[src/rtl/stx_buffer_pkg.sv]
// Shared definitions for the store buffer: store funct3 encodings and the
// record held in each buffer slot.
package stx_buffer_pkg;

    localparam logic [2:0] FNC_SB = 3'b000;
    localparam logic [2:0] FNC_SH = 3'b001;
    localparam logic [2:0] FNC_SW = 3'b010;

    // Widest word address a 32-bit byte address can carry; narrower AWIDTH
    // values are zero-extended into this field so the record type is fixed.
    localparam int unsigned WADDR_MAX = 30;

    typedef struct packed {
        logic [WADDR_MAX-1:0] addr;
        logic [31:0]          wdata;
        logic [3:0]           we;
    } stx_entry_t;

endpackage

[src/rtl/stx_align.sv]
// Combinational store alignment: replicates rs2 across the word and builds the
// byte-enable mask from funct3 and the low address bits. Also reports whether
// the access is misaligned for its width and whether funct3 is not a store.
module stx_align
    import stx_buffer_pkg::*;
(
    input  logic [2:0]  funct3_i,
    input  logic [1:0]  addr_lo_i,
    input  logic [31:0] data_i,
    output logic [31:0] wdata_o,
    output logic [3:0]  we_o,
    output logic        misaligned_o,
    output logic        illegal_o
);

    // Decode store width into replicated data and byte enables.
    always_comb begin
        wdata_o      = 32'h0000_0000;
        we_o         = 4'b0000;
        misaligned_o = 1'b0;
        illegal_o    = 1'b0;
        case (funct3_i)
            FNC_SB: begin
                wdata_o = {4{data_i[7:0]}};
                we_o    = 4'b0001 << addr_lo_i;
            end
            FNC_SH: begin
                wdata_o      = {2{data_i[15:0]}};
                we_o         = addr_lo_i[1] ? 4'b1100 : 4'b0011;
                misaligned_o = addr_lo_i[0];
            end
            FNC_SW: begin
                wdata_o      = data_i;
                we_o         = 4'b1111;
                misaligned_o = (addr_lo_i != 2'b00);
            end
            default: begin
                illegal_o = 1'b1;
            end
        endcase
    end

endmodule

[src/rtl/stx_buffer.sv]
// Store buffer for the memory stage: aligns incoming stores, queues them in a
// DEPTH-entry FIFO, drains them to data memory over valid/ready, and flags
// loads that hit the word of any pending store.
// Optional build macro: STX_MISALIGN_TRAP_EN -- misaligned SH/SW are dropped
// and reported on misalign_trap instead of being force-aligned.
module stx_buffer
    import stx_buffer_pkg::*;
#(
    parameter int unsigned DEPTH  = 2,
    parameter int unsigned AWIDTH = 14
) (
    input  logic              clk,
    input  logic              rst_n,
    input  logic              st_valid,
    output logic              st_ready,
    input  logic [31:0]       st_addr,
    input  logic [31:0]       st_data,
    input  logic [2:0]        st_funct3,
    input  logic [31:0]       ld_check_addr,
    output logic              ld_hazard,
    output logic              empty,
    output logic              mem_valid,
    input  logic              mem_ready,
    output logic [AWIDTH-1:0] mem_addr,
    output logic [31:0]       mem_wdata,
    output logic [3:0]        mem_we
`ifdef STX_MISALIGN_TRAP_EN
    ,
    output logic              misalign_trap
`endif
);

    localparam int unsigned PW = (DEPTH > 1) ? $clog2(DEPTH) : 1;

    stx_entry_t        entries_q [DEPTH];
    logic [DEPTH-1:0]  valid_q;
    logic [PW-1:0]     wr_ptr_q, wr_ptr_d;
    logic [PW-1:0]     rd_ptr_q, rd_ptr_d;
    logic [PW:0]       count_q,  count_d;

    logic [31:0]       al_wdata_s;
    logic [3:0]        al_we_s;
    logic              al_mis_s;
    logic              al_illegal_s;
    logic              push_s;
    logic              write_s;
    logic              pop_s;
    stx_entry_t        new_entry_s;
    stx_entry_t        head_s;
    logic [WADDR_MAX-1:0] ld_waddr_s;

    stx_align u_align (
        .funct3_i     (st_funct3),
        .addr_lo_i    (st_addr[1:0]),
        .data_i       (st_data),
        .wdata_o      (al_wdata_s),
        .we_o         (al_we_s),
        .misaligned_o (al_mis_s),
        .illegal_o    (al_illegal_s)
    );

    // No pass-through when full: a same-cycle pop only frees the slot for the next cycle.
    assign st_ready  = (count_q != (PW+1)'(DEPTH));
    assign empty     = (count_q == (PW+1)'(0));
    assign push_s    = st_valid && st_ready;
    assign mem_valid = valid_q[rd_ptr_q];
    assign pop_s     = mem_valid && mem_ready;
    assign head_s    = entries_q[rd_ptr_q];
    assign ld_waddr_s = WADDR_MAX'(ld_check_addr[AWIDTH+1:2]);

    assign new_entry_s.addr  = WADDR_MAX'(st_addr[AWIDTH+1:2]);
    assign new_entry_s.wdata = al_wdata_s;
    assign new_entry_s.we    = al_we_s;

`ifdef STX_MISALIGN_TRAP_EN
    logic misalign_trap_q;

    // Misaligned stores complete the handshake but never reach the FIFO.
    assign write_s = push_s && !al_illegal_s && !al_mis_s;

    // One-cycle trap pulse in the cycle after a misaligned store is accepted.
    always_ff @(posedge clk or negedge rst_n) begin
        if (!rst_n) begin
            misalign_trap_q <= 1'b0;
        end else begin
            misalign_trap_q <= push_s && !al_illegal_s && al_mis_s;
        end
    end

    assign misalign_trap = misalign_trap_q;
`else
    // Misaligned stores are force-aligned by the aligner; only non-stores are dropped.
    assign write_s = push_s && !al_illegal_s && (al_mis_s || !al_mis_s);
`endif

    // Next-state pointers and occupancy from the write/pop pair.
    always_comb begin
        wr_ptr_d = wr_ptr_q;
        rd_ptr_d = rd_ptr_q;
        count_d  = count_q;
        if (write_s) begin
            wr_ptr_d = wr_ptr_q + PW'(1);
        end else begin
            wr_ptr_d = wr_ptr_q;
        end
        if (pop_s) begin
            rd_ptr_d = rd_ptr_q + PW'(1);
        end else begin
            rd_ptr_d = rd_ptr_q;
        end
        case ({write_s, pop_s})
            2'b10:   count_d = count_q + (PW+1)'(1);
            2'b01:   count_d = count_q - (PW+1)'(1);
            default: count_d = count_q;
        endcase
    end

    // FIFO storage, per-slot valid bits, pointers and count; reset drops all pending stores.
    always_ff @(posedge clk or negedge rst_n) begin
        if (!rst_n) begin
            for (int i = 0; i < DEPTH; i++) begin
                entries_q[i] <= '0;
            end
            valid_q  <= '0;
            wr_ptr_q <= '0;
            rd_ptr_q <= '0;
            count_q  <= '0;
        end else begin
            if (write_s) begin
                entries_q[wr_ptr_q] <= new_entry_s;
            end
            // A write and a pop never target the same slot: writes need a free
            // slot and pops need an occupied one.
            for (int i = 0; i < DEPTH; i++) begin
                if (write_s && (wr_ptr_q == PW'(i))) begin
                    valid_q[i] <= 1'b1;
                end else if (pop_s && (rd_ptr_q == PW'(i))) begin
                    valid_q[i] <= 1'b0;
                end
            end
            wr_ptr_q <= wr_ptr_d;
            rd_ptr_q <= rd_ptr_d;
            count_q  <= count_d;
        end
    end

    // Memory port driven from the registered head entry; zero whenever idle.
    always_comb begin
        mem_addr  = '0;
        mem_wdata = 32'h0000_0000;
        mem_we    = 4'b0000;
        if (mem_valid) begin
            mem_addr  = head_s.addr[AWIDTH-1:0];
            mem_wdata = head_s.wdata;
            mem_we    = head_s.we;
        end else begin
            mem_addr  = '0;
            mem_wdata = 32'h0000_0000;
            mem_we    = 4'b0000;
        end
    end

    // Conservative word-granular load hazard against every occupied slot,
    // including the one leaving this cycle; the incoming store is not yet a slot.
    always_comb begin
        ld_hazard = 1'b0;
        for (int i = 0; i < DEPTH; i++) begin
            if (valid_q[i] && (entries_q[i].addr == ld_waddr_s)) begin
                ld_hazard = 1'b1;
            end else begin
                ld_hazard = ld_hazard;
            end
        end
    end

endmodule

[config.mk]
export PLATFORM = sky130hd
export DESIGN_NAME = stx_buffer
export DESIGN_NICKNAME = d
export VERILOG_FILES = /design/src/rtl/stx_buffer_pkg.sv /design/src/rtl/stx_align.sv /design/src/rtl/stx_buffer.sv
export SDC_FILE = /design/constraint.sdc
export NUM_CORES = 1
export LEC_CHECK = 0
export CAP_MARGIN = 40
export CORE_AREA = 2 2 112 114
export CTS_CLUSTER_SIZE = 8
export DETAILED_ROUTE_END_ITERATION = 8
export DIE_AREA = 0 0 114 116
export MAX_ROUTING_LAYER = met4
export PLACE_DENSITY_LB_ADDON = 0.1
export SLEW_MARGIN = 20
export SYNTH_ARGS = -nofsm -noshare
export SYNTH_HDL_FRONTEND = slang
export SYNTH_HIERARCHICAL = 1
export SYNTH_SLANG_ARGS = --single-unit
[constraint.sdc]
create_clock -name clk -period 2.4 [get_ports clk]
set_input_delay 0.48 -clock clk [delete_from_list [all_inputs] [get_ports clk]]
set_output_delay 0.48 -clock clk [all_outputs]
set_load 0.02 [all_outputs]
==> flow_summary.json <==
{
  "clock_tree.htree_level_count": 3,
  "timing.clock.skew_ps": 8.144,
  "reg2reg_setup_slack_ps": 610,
  "final_cell_utilization_of_the_core_pct": 64.08,
  "timing.setup.tns_ps": 0,
  "cell_area_synth_um2": 5725,
  "instances_no_fill": 776,
  "placement.setup.worst_slack_ps": -611.9,
  "place.detailed.instances": 759,
  "route.final.wire_length_um": 14220,
  "drv.max_cap_violation_count": 0,
  "rsz0062_at_grt": "false",
  "power_density_nw_per_um2": 1139,
  "drt-initial-drc-count": 207,
  "worstMarginPinSlew_ps": 607.5,
  "final_cycle_share_pct": 96.87,
  "layout-area-overhead-vs-synth_pct": 33.30,
  "setup_violating_endpoint_count_in_the_final_report": 0,
  "dpl-instance-area_um2": 7308,
  "cts_root_buf": "clkbuf_16",
  "worst_hold_path_type": "in2async",
  "number_of_buffers_inserted_during_clock_tree_synthesis": 9,
  "via_to_cell_ratio": 5.414,
  "start_util_pct": 48.07,
  "cp_cell_sequence": "mux2i_4 > buf_4 > buf_12 > nor2_1 > clkdlybuf4s15_1",
  "tritoncts_num_sinks": 106,
  "worst_setup_path_start_kind": "flip-flop",
  "timing_hold_violations_final": 0,
  "firstDrtPassIters": 4,
  "worstPathRequired_ps": 1920,
  "cpPeakStageDelay_ps": 460,
  "period_needed_ps": 2325,
  "num-nets-final": 729,
  "first_global_vias": 4380,
  "cts_tree": "yes",
  "layout_common_cells": "dfrtp_1 (105), mux2_2 (80), nor2_1 (63)",
  "finalInstanceArea_um2": 7632,
  "fraction_of_layout_cells_with_a_size_suffix_above_1_pct": 25.76,
  "path_max_fanout": 19,
  "die_width_um": 114,
  "critPathSlowestCell": "dfrtp_2",
  "routedWlPerCell_um": 18.32,
  "crit_type": "reg2out",
  "achievable_clock_frequency_ghz": 0.4301,
  "via_count": 4201,
  "post-dp-hpwl_um": 9837,
  "post-route-drc-count": 0,
  "slew_headroom_pct": 59.42,
  "globalRouteOverflowTotal": 0,
  "detail-route-antenna-nets": 0,
  "power.leakage_nw": 3.826,
  "global_route.usage.total_pct": 23.04,
  "buffer_depth_of_the_longest_clock_path": 2,
  "port_buffers": 122,
  "syn_area_per_cell_um2": 11.81,
  "design.core.area_um2": 11910,
  "cp.arrival_ps": 1840,
  "floorplan.die_area_um2": 13220,
  "layout.cells.most_common": "dfrtp_1",
  "die_height_um": 116,
  "globalplace.congestion": 0.8796,
  "grt_antenna_before_repair": 0,
  "status": "complete, no violations",
  "syn-instance-count": 485,
  "final_max_slew_viol_count": 0,
  "grt_max_degree": 43,
  "synthesis.nets": 589,
  "worstSkewPairLatency_ps": 350,
  "top_level_ports": 157,
  "worst_setup_hold_path_clk_slew_ps": 70,
  "setup_slack_ps": 75.12,
  "first_pass_grt_wire_length_um": 22300,
  "antenna_cells_inserted": 0,
  "ir_drop_mv": 0.5246,
  "synthesis.yosys.warnings": 6,
  "critPathCaptureType": "output pin",
  "placement_rows": 40
}
## critical path, delay by kind of cell (launching register included)
family | cells | cell delay (ps)
buffers and inverters | 3 | 640
flip-flops | 1 | 460
multiplexers | 1 | 220
AND/OR/NAND/NOR | 1 | 180
## state kept, by name, summed over array words and instances (netlist names)
name / flops
valid_q: 2
count_q: 2
rd_ptr_q: 1
wr_ptr_q: 1
entries_q: 100
## where the power goes
group	total (mW)	switching, mW	internal, mW
clock network	1.51	0.687	0.820
registers	3.20	0.587	2.61
logic	3.99	1.87	2.12
## repair_timing
item                                    in CTS  in global routing
hold buffers                                 0                  0
setup buffers                                1                  0
pin swaps                                    3                  3
cloned                                       1                  0
resized for setup                           63                 18
endpoints found under the setup margin      52                  5
## through the flow
stage               hold WS, ps  power [mW]
CTS                       137.4       8.745
floorplan                 184.4       5.711
global route              151.0       9.227
detailed placement        474.7       7.316
global placement          466.6       7.196
finish                    122.7       8.693
## per-layer routing
metal	share of wire [%]	vias to the layer above	wire length [um]	GRT usage [%]
li1	-	1968	-	-
met1	44	2106	6273	28.59
met2	50	113	7081	38.69
met3	4.9	14	691	5.282
met4	1.2	0	170	5.285
met5	0	-	0	-
## cell type report
type	count	area (um^2)
multi-input combinational	343	2863
clock buffer	9	225.2
clock inverter	6	72.57
timing repair buffer	160	1615
sequential	106	2654
fill	1010	4279
inverter	5	18.77
tap	147	183.9
## path summary, 6_finish.rpt
check / cells after the start / start / end
max in group asynchronous: 2 / rst_n / entries_q[77]$_DFFE_PN0P_
min: 1 / rst_n / entries_q[0]$_DFFE_PN0P_
min in group clk: 1 / entries_q[69]$_DFFE_PN0P_ / entries_q[69]$_DFFE_PN0P_
max reg2reg: 7 / rd_ptr_q$_DFFE_PN0N_ / count_q[1]$_DFFE_PN0P_
min reg2reg: 1 / entries_q[69]$_DFFE_PN0P_ / entries_q[69]$_DFFE_PN0P_
max: 5 / rd_ptr_q$_DFFE_PN0N_ / mem_wdata[31]
No activity file was read; power rests on OpenSTA's default activity.
